--- src/rtl/ones_comp_serial_alu_if.sv ---
`default_nettype none
// ============================================================================
// Module      : ones_comp_serial_alu_if
// Description : Request/response bundle for the bit-serial ones' complement
//               adder/subtractor.
//               master : drives start/sub/a/b, observes busy/done/result/overflow
//               slave  : the ALU side of the same signals
// Revision    : 1.0 - initial release
// ============================================================================
interface ones_comp_serial_alu_if #(
    parameter int WIDTH = 4
);
    logic             start;
    logic             sub;
    logic [WIDTH-1:0] a;
    logic [WIDTH-1:0] b;
    logic             busy;
    logic             done;
    logic [WIDTH-1:0] result;
    logic             overflow;

    modport master (
        output start, sub, a, b,
        input  busy, done, result, overflow
    );

    modport slave (
        input  start, sub, a, b,
        output busy, done, result, overflow
    );
endinterface
`default_nettype wire

--- src/rtl/ones_comp_serial_alu.sv ---
`default_nettype none
// ============================================================================
// Module      : ones_comp_serial_alu
// Description : Bit-serial ones' complement A+B / A-B with end-around carry.
//               One bit per clock: WIDTH add steps, WIDTH end-around-carry
//               steps, then a single commit edge (latency 2*WIDTH+1).
// Ports       : clk    - rising-edge clock
//               rst_n  - asynchronous active-low reset
//               bus    - slave modport: start/sub/a/b in,
//                        busy/done/result/overflow out
// Parameters  : WIDTH     - operand width (>= 2)
//               NORM_ZERO - 1: an all-ones result (-0) is committed as +0
// Revision    : 1.0 - initial release
// ============================================================================
module ones_comp_serial_alu #(
    parameter int WIDTH     = 4,
    parameter bit NORM_ZERO = 1'b0
) (
    input  wire logic              clk,
    input  wire logic              rst_n,
    ones_comp_serial_alu_if.slave  bus
);
    localparam int               c_cnt_w = $clog2(WIDTH);
    localparam logic [c_cnt_w-1:0] c_last = c_cnt_w'(WIDTH - 1);
    localparam logic [c_cnt_w-1:0] c_one  = c_cnt_w'(1);

    typedef enum logic [1:0] {
        S_IDLE = 2'd0,
        S_ADD  = 2'd1,
        S_EAC  = 2'd2,
        S_FIN  = 2'd3
    } state_t;

    state_t               r_state;
    state_t               w_next_state;

    logic [WIDTH-1:0]     r_a;
    logic [WIDTH-1:0]     r_b;
    logic [WIDTH-1:0]     r_s;
    logic                 r_carry;
    logic [c_cnt_w-1:0]   r_cnt;
    logic                 r_a_sign;
    logic                 r_b_sign;
    logic [WIDTH-1:0]     r_result;
    logic                 r_overflow;
    logic                 r_done;

    logic                 w_last;
    logic                 w_add_sum;
    logic                 w_add_carry;
    logic                 w_eac_sum;
    logic                 w_eac_carry;
    logic                 w_neg_zero;

    assign w_last = (r_cnt == c_last);

    // Full-adder for the main pass; half-adder for the correction pass.
    // In the correction pass the carry register first holds the end-around
    // carry and afterwards the ripple carry, so one register serves both.
    assign w_add_sum   = r_a[0] ^ r_b[0] ^ r_carry;
    assign w_add_carry = (r_a[0] & r_b[0]) | (r_carry & (r_a[0] ^ r_b[0]));
    assign w_eac_sum   = r_s[0] ^ r_carry;
    assign w_eac_carry = r_s[0] & r_carry;

    assign w_neg_zero  = NORM_ZERO && (&r_s);

    // ------------------------------------------------------------------
    // State register
    // ------------------------------------------------------------------
    always_ff @(posedge clk or negedge rst_n) begin
        if (!rst_n) begin
            r_state <= S_IDLE;
        end else begin
            r_state <= w_next_state;
        end
    end

    // ------------------------------------------------------------------
    // Next-state logic
    // ------------------------------------------------------------------
    always_comb begin
        w_next_state = r_state;
        case (r_state)
            S_IDLE:  if (bus.start) w_next_state = S_ADD;
            S_ADD:   if (w_last)    w_next_state = S_EAC;
            S_EAC:   if (w_last)    w_next_state = S_FIN;
            S_FIN:                  w_next_state = S_IDLE;
            default:                w_next_state = S_IDLE;
        endcase
    end

    // ------------------------------------------------------------------
    // Serial datapath and committed outputs
    // ------------------------------------------------------------------
    always_ff @(posedge clk or negedge rst_n) begin
        if (!rst_n) begin
            r_a        <= '0;
            r_b        <= '0;
            r_s        <= '0;
            r_carry    <= 1'b0;
            r_cnt      <= '0;
            r_a_sign   <= 1'b0;
            r_b_sign   <= 1'b0;
            r_result   <= '0;
            r_overflow <= 1'b0;
            r_done     <= 1'b0;
        end else begin
            r_done <= 1'b0;
            case (r_state)
                S_IDLE: begin
                    if (bus.start) begin
                        r_a      <= bus.a;
                        r_b      <= bus.sub ? ~bus.b : bus.b;
                        r_carry  <= 1'b0;
                        r_cnt    <= '0;
                        // Signs are kept aside because the operand
                        // registers are shifted out during the add pass.
                        r_a_sign <= bus.a[WIDTH-1];
                        r_b_sign <= bus.sub ? ~bus.b[WIDTH-1] : bus.b[WIDTH-1];
                    end
                end
                S_ADD: begin
                    r_s     <= {w_add_sum, r_s[WIDTH-1:1]};
                    r_a     <= {1'b0, r_a[WIDTH-1:1]};
                    r_b     <= {1'b0, r_b[WIDTH-1:1]};
                    r_carry <= w_add_carry;
                    r_cnt   <= w_last ? '0 : r_cnt + c_one;
                end
                S_EAC: begin
                    // The carry out of the last step is dropped: the
                    // end-around correction can never carry out again.
                    r_s     <= {w_eac_sum, r_s[WIDTH-1:1]};
                    r_carry <= w_eac_carry;
                    r_cnt   <= w_last ? '0 : r_cnt + c_one;
                end
                S_FIN: begin
                    r_result   <= w_neg_zero ? '0 : r_s;
                    // Raw sign of the sum, before any -0 normalisation.
                    r_overflow <= (r_a_sign == r_b_sign) && (r_s[WIDTH-1] != r_a_sign);
                    r_done     <= 1'b1;
                end
                default: ;
            endcase
        end
    end

    assign bus.busy     = (r_state != S_IDLE);
    assign bus.done     = r_done;
    assign bus.result   = r_result;
    assign bus.overflow = r_overflow;

endmodule
`default_nettype wire

--- src/flat_wrapper.sv ---
// flat-port wrapper written by rule: the top's interface ports become plain ports
module ones_comp_serial_alu_flat 
#(
    parameter int WIDTH     = 4,
    parameter bit NORM_ZERO = 1'b0
)
  (clk, rst_n, bus_start, bus_sub, bus_a, bus_b, bus_busy, bus_done, bus_result, bus_overflow);
  ones_comp_serial_alu_if #(.WIDTH(WIDTH)) bus_i ();
  input  wire logic clk;
  input  wire logic rst_n;
  input wire logic [$bits(bus_i.start)-1:0] bus_start;
  input wire logic [$bits(bus_i.sub)-1:0] bus_sub;
  input wire logic [$bits(bus_i.a)-1:0] bus_a;
  input wire logic [$bits(bus_i.b)-1:0] bus_b;
  output wire logic [$bits(bus_i.busy)-1:0] bus_busy;
  output wire logic [$bits(bus_i.done)-1:0] bus_done;
  output wire logic [$bits(bus_i.result)-1:0] bus_result;
  output wire logic [$bits(bus_i.overflow)-1:0] bus_overflow;
  assign bus_i.start = bus_start;
  assign bus_i.sub = bus_sub;
  assign bus_i.a = bus_a;
  assign bus_i.b = bus_b;
  assign bus_busy = bus_i.busy;
  assign bus_done = bus_i.done;
  assign bus_result = bus_i.result;
  assign bus_overflow = bus_i.overflow;
  ones_comp_serial_alu #(.WIDTH(WIDTH), .NORM_ZERO(NORM_ZERO)) u_core (.clk(clk), .rst_n(rst_n), .bus(bus_i));
endmodule
--- config.mk ---
export PLATFORM = sky130hd
export DESIGN_NAME = ones_comp_serial_alu_flat
export DESIGN_NICKNAME = d
export VERILOG_FILES = /design/src/rtl/ones_comp_serial_alu_if.sv /design/src/rtl/ones_comp_serial_alu.sv /design/src/flat_wrapper.sv
export SDC_FILE = /design/constraint.sdc
export NUM_CORES = 1
export LEC_CHECK = 0
export CORE_ASPECT_RATIO = 0.8
export CORE_UTILIZATION = 55
export CTS_CLUSTER_SIZE = 40
export DETAILED_ROUTE_END_ITERATION = 8
export GPL_ROUTABILITY_DRIVEN = 0
export PLACE_DENSITY = 0.9
export SLEW_MARGIN = 10
export SYNTH_ARGS = -nofsm -noshare
export SYNTH_HDL_FRONTEND = slang
export SYNTH_SLANG_ARGS = --single-unit
--- constraint.sdc ---
create_clock -name clk -period 3.43 [get_ports clk]
set_input_delay 0.8575 -clock clk [delete_from_list [all_inputs] [get_ports clk]]
set_output_delay 0.8575 -clock clk [all_outputs]
set_load 0.05 [all_outputs]
==> flow_results.xml <==
<?xml version="1.0" encoding="UTF-8"?>
<metrics>
  <group name="cells_and_area">
    <metric name="fin_cells" unit="">149</metric>
    <metric name="nNetsFinal" unit="">144</metric>
    <metric name="layout.cells.most_common_list" unit="">sky130_fd_sc_hd__dfrtp_1, sky130_fd_sc_hd__clkdlybuf4s50_1, sky130_fd_sc_hd__o21ai_0</metric>
    <metric name="most_frequent_standard_cell_in_the_layout_excluding_fill_and_tap_cells" unit="">sky130_fd_sc_hd__dfrtp_1</metric>
    <metric name="postLayoutCellArea" unit="sq um">1446</metric>
    <metric name="area_delta_synth_final" unit="%">17.24</metric>
    <metric name="n_antenna_cell" unit="">0</metric>
    <metric name="final_layout_size_suffix_gt1_share" unit="%">12.00</metric>
  </group>
  <group name="route">
    <metric name="wl_per_cell" unit="microns">15.68</metric>
    <metric name="total_wirelength_of_the_detailed_routed_design" unit="microns">2336</metric>
    <metric name="via_count" unit="">878</metric>
    <metric name="viasPerCell" unit="">5.893</metric>
    <metric name="first_pass_iters" unit="">4</metric>
    <metric name="detailedRoute.firstIterationViolations" unit="">14</metric>
    <metric name="drtAntennaViolNets" unit="">0</metric>
    <metric name="post-route-drc-count" unit="">0</metric>
  </group>
  <group name="logic_synthesis">
    <metric name="syn-cell-area" unit="sq um">1234</metric>
    <metric name="synth_sequential_area_ratio" unit="%">50.71</metric>
    <metric name="synth.lib_cells_used.distinct" unit="">25</metric>
    <metric name="synth_top_area_cell" unit="">sky130_fd_sc_hd__dfrtp_1</metric>
    <metric name="synth.yosys.warnings" unit="">0</metric>
    <metric name="synth.top_cells.by_area" unit="">sky130_fd_sc_hd__dfrtp_1, sky130_fd_sc_hd__mux2_2, sky130_fd_sc_hd__mux2i_1, sky130_fd_sc_hd__ha_1, sky130_fd_sc_hd__o21ai_0</metric>
    <metric name="synth_cells" unit="">107</metric>
    <metric name="yosys_register_bits" unit="">25</metric>
    <metric name="synth_top_cell_area_share" unit="%">50.71</metric>
    <metric name="syn_avg_cell_area" unit="sq um">11.53</metric>
    <metric name="synth.net_count" unit="">125</metric>
  </group>
  <group name="setup_path">
    <metric name="critical_path.slowest_cell" unit="">sky130_fd_sc_hd__clkdlybuf4s50_1</metric>
    <metric name="endpoint_kind" unit="">primary output</metric>
    <metric name="cpMostUsedCell" unit="">sky130_fd_sc_hd__inv_1</metric>
    <metric name="critical_setup_path_class" unit="">flip-flop to primary output</metric>
    <metric name="worstPathCellList" unit="">inv_1, ha_1, inv_1, clkdlybuf4s50_1</metric>
    <metric name="critical_path.startpoint_type" unit="">flip-flop</metric>
    <metric name="worst_path_largest_cell_delay" unit="ps">810</metric>
    <metric name="crit_path_max_fanout" unit="">8</metric>
    <metric name="timing.critical_path.arrival" unit="ps">2100</metric>
    <metric name="cp.required" unit="ps">2570</metric>
  </group>
  <group name="floorplan">
    <metric name="placementRows" unit="">14</metric>
    <metric name="core-area" unit="sq um">1997</metric>
    <metric name="top_level_ports" unit="">19</metric>
    <metric name="initial_util" unit="%">61.78</metric>
    <metric name="die_y" unit="microns">44.36</metric>
    <metric name="die_x" unit="microns">54.95</metric>
    <metric name="die_footprint" unit="sq um">2438</metric>
  </group>
  <group name="timing">
    <metric name="unrepaired_setup_endpoints_after_global_routing" unit="">false</metric>
    <metric name="min_period_over_period" unit="%">86.09</metric>
    <metric name="maxSlewViolCount" unit="">0</metric>
    <metric name="setup_viol" unit="">0</metric>
    <metric name="timing.hold.ws" unit="ps">491.5</metric>
    <metric name="timing.slew.headroom" unit="%">48.28</metric>
    <metric name="tightestPinTransition" unit="ps">754.2</metric>
    <metric name="timing_hold_violations_final" unit="">0</metric>
    <metric name="fmax" unit="GHz">0.3386</metric>
    <metric name="finalWorstPathRequiredPeriod" unit="ps">2953</metric>
    <metric name="clock_skew" unit="ps">14.05</metric>
    <metric name="final.setup.tns" unit="ps">0</metric>
  </group>
  <group name="pwr">
    <metric name="total_leakage_power" unit="nW">0.6645</metric>
    <metric name="vdd.ir_drop.worst" unit="V">0.0006877</metric>
    <metric name="total_power" unit="mW">1.507</metric>
    <metric name="cell_pwr_density" unit="nW/um^2">1042</metric>
  </group>
  <group name="place">
    <metric name="placedInstanceArea" unit="sq um">1420</metric>
    <metric name="detailedPlacementHpwl" unit="microns">1762</metric>
    <metric name="numPlacedInstances" unit="">145</metric>
    <metric name="port_buffers" unit="">18</metric>
  </group>
  <group name="clock_network">
    <metric name="number_of_levels_in_the_clock_h_tree" unit="">1</metric>
    <metric name="cts_max_path_buffers" unit="">2</metric>
    <metric name="root_buffer_selected_by_cts" unit="">sky130_fd_sc_hd__clkbuf_4</metric>
    <metric name="post_cts.repair.setup_buffers" unit="">0</metric>
    <metric name="clk_pin_slew_worst_paths" unit="ps">140</metric>
    <metric name="number_of_cts_inserted_buffers" unit="">3</metric>
    <metric name="post_cts_resize_count" unit="">0</metric>
    <metric name="clock_latency" unit="ps">320</metric>
    <metric name="cts_hold_buffers" unit="">0</metric>
    <metric name="cts_tree" unit="">done</metric>
    <metric name="cts_num_sinks" unit="">25</metric>
  </group>
  <group name="job">
    <metric name="maxCapViolations" unit="">0</metric>
  </group>
  <group name="global_route">
    <metric name="grt-ovfl-total" unit="">0</metric>
    <metric name="vias_in_the_first_global_route" unit="">865</metric>
    <metric name="grt_pass1_wl" unit="microns">3836</metric>
    <metric name="groute.usage.overall" unit="%">23.24</metric>
    <metric name="grt_max_degree" unit="">26</metric>
    <metric name="initial_antenna_violation_count" unit="">0</metric>
  </group>
  <group name="status">
    <metric name="status" unit="">completed</metric>
  </group>
  <group name="hold_path">
    <metric name="holdCritPathClass" unit="">flip-flop to flip-flop</metric>
  </group>
</metrics>
[critical path, delay by kind of cell (launching register included)]
kind | cells | cell delay, ps
buffers and inverters | 3 | 1040
flip-flops | 1 | 440
adder cells (fa/ha/maj) | 1 | 300
[state kept, by name, indices dropped and copies added (netlist names)]
name / cells
u_core.r_b: 4
u_core.r_a_sign: 1
u_core.r_carry: 1
u_core.r_s: 4
u_core.r_a: 4
u_core.bus.done: 1
u_core.r_b_sign: 1
u_core.r_state: 2
u_core.r_cnt: 2
u_core.bus.overflow: 1
u_core.bus.result: 4
[cell usage after synthesis]
cell type,number
sky130_fd_sc_hd__dfrtp_1,25
sky130_fd_sc_hd__o21ai_0,11
sky130_fd_sc_hd__mux2i_1,10
sky130_fd_sc_hd__nand2_1,10
sky130_fd_sc_hd__mux2_2,9
sky130_fd_sc_hd__ha_1,6
sky130_fd_sc_hd__nor2_1,5
sky130_fd_sc_hd__a21oi_1,4
sky130_fd_sc_hd__buf_2,4
sky130_fd_sc_hd__inv_1,4
sky130_fd_sc_hd__xor2_1,3
sky130_fd_sc_hd__a32oi_1,2
sky130_fd_sc_hd__xnor2_1,2
sky130_fd_sc_hd__a21o_1,1
sky130_fd_sc_hd__a22o_1,1
sky130_fd_sc_hd__and3_2,1
sky130_fd_sc_hd__and3b_1,1
sky130_fd_sc_hd__buf_6,1
sky130_fd_sc_hd__nand3_1,1
sky130_fd_sc_hd__nand4_1,1
sky130_fd_sc_hd__nor2b_4,1
sky130_fd_sc_hd__o22a_1,1
sky130_fd_sc_hd__o2bb2ai_1,1
sky130_fd_sc_hd__o32a_1,1
sky130_fd_sc_hd__or4_1,1
[report_power, final]
group | total, mW | switching [mW] | internal (mW)
sequential | 0.535 | 0.0969 | 0.438
clock | 0.130 | 0.0845 | 0.0454
combinational | 0.842 | 0.470 | 0.372
total | 1.51 | 0.651 | 0.856
[layout make-up]
cell class	count	area, sq um
inverters	4	15.01
repair buffers	19	187.7
flip-flops and latches	25	625.6
fillers	147	550.5
well taps	24	30.03
clock buffers	4	26.28
multi-input cells	73	561.8
[metal layers]
| metal | up-vias | global-route usage (%) | wire [microns] |
|---|---|---|---|
| met3 | 4 | 6.529 | 177 |
| met1 | 425 | 31.00 | 1005 |
| met4 | 0 | 7.500 | 28 |
| met2 | 37 | 36.63 | 1125 |
| li1 | 412 | - | - |
| met5 | - | 0 | 0 |
[through the flow]
stage	setup WS [ps]	utilization (%)
4_1_cts	484.5	72.43
5_1_grt	388.3	72.43
3_5_place_dp	862.7	71.12
3_3_place_gp	929.0	71.12
6_report	477.1	72.43
2_1_floorplan	1474	-
[cells by family (layout without fill, tap and decap cells)]
| group | after synthesis | after routing | synth area share (%) |
|---|---|---|---|
| AND/OR/NAND/NOR | 21 | 21 | 8.520 |
| XOR/XNOR | 5 | 5 | 3.550 |
| buffers and inverters | 9 | 27 | 3.752 |
| adder cells (fa/ha/maj) | 6 | 6 | 6.085 |
| flip-flops | 25 | 25 | 50.71 |
| multiplexers | 19 | 19 | 16.33 |
| AO/OA/AOI/OAI | 22 | 22 | 11.06 |
[final timing paths]
path	start	end	slack, ps	cells past startpoint
worst max-delay path	u_core.r_state[0]	bus_busy	480	4
min in group asynchronous	rst_n	u_core.r_b[3]	880	2
worst max register to register	u_core.r_state[0]	u_core.r_a[1]	1540	4
worst min register to register	u_core.r_b[1]	u_core.r_b[1]	490	2
max in group asynchronous	rst_n	u_core.r_a_sign	2290	2
worst min-delay path	u_core.r_b[1]	u_core.r_b[1]	490	2
(Power assumes the default switching activity.)
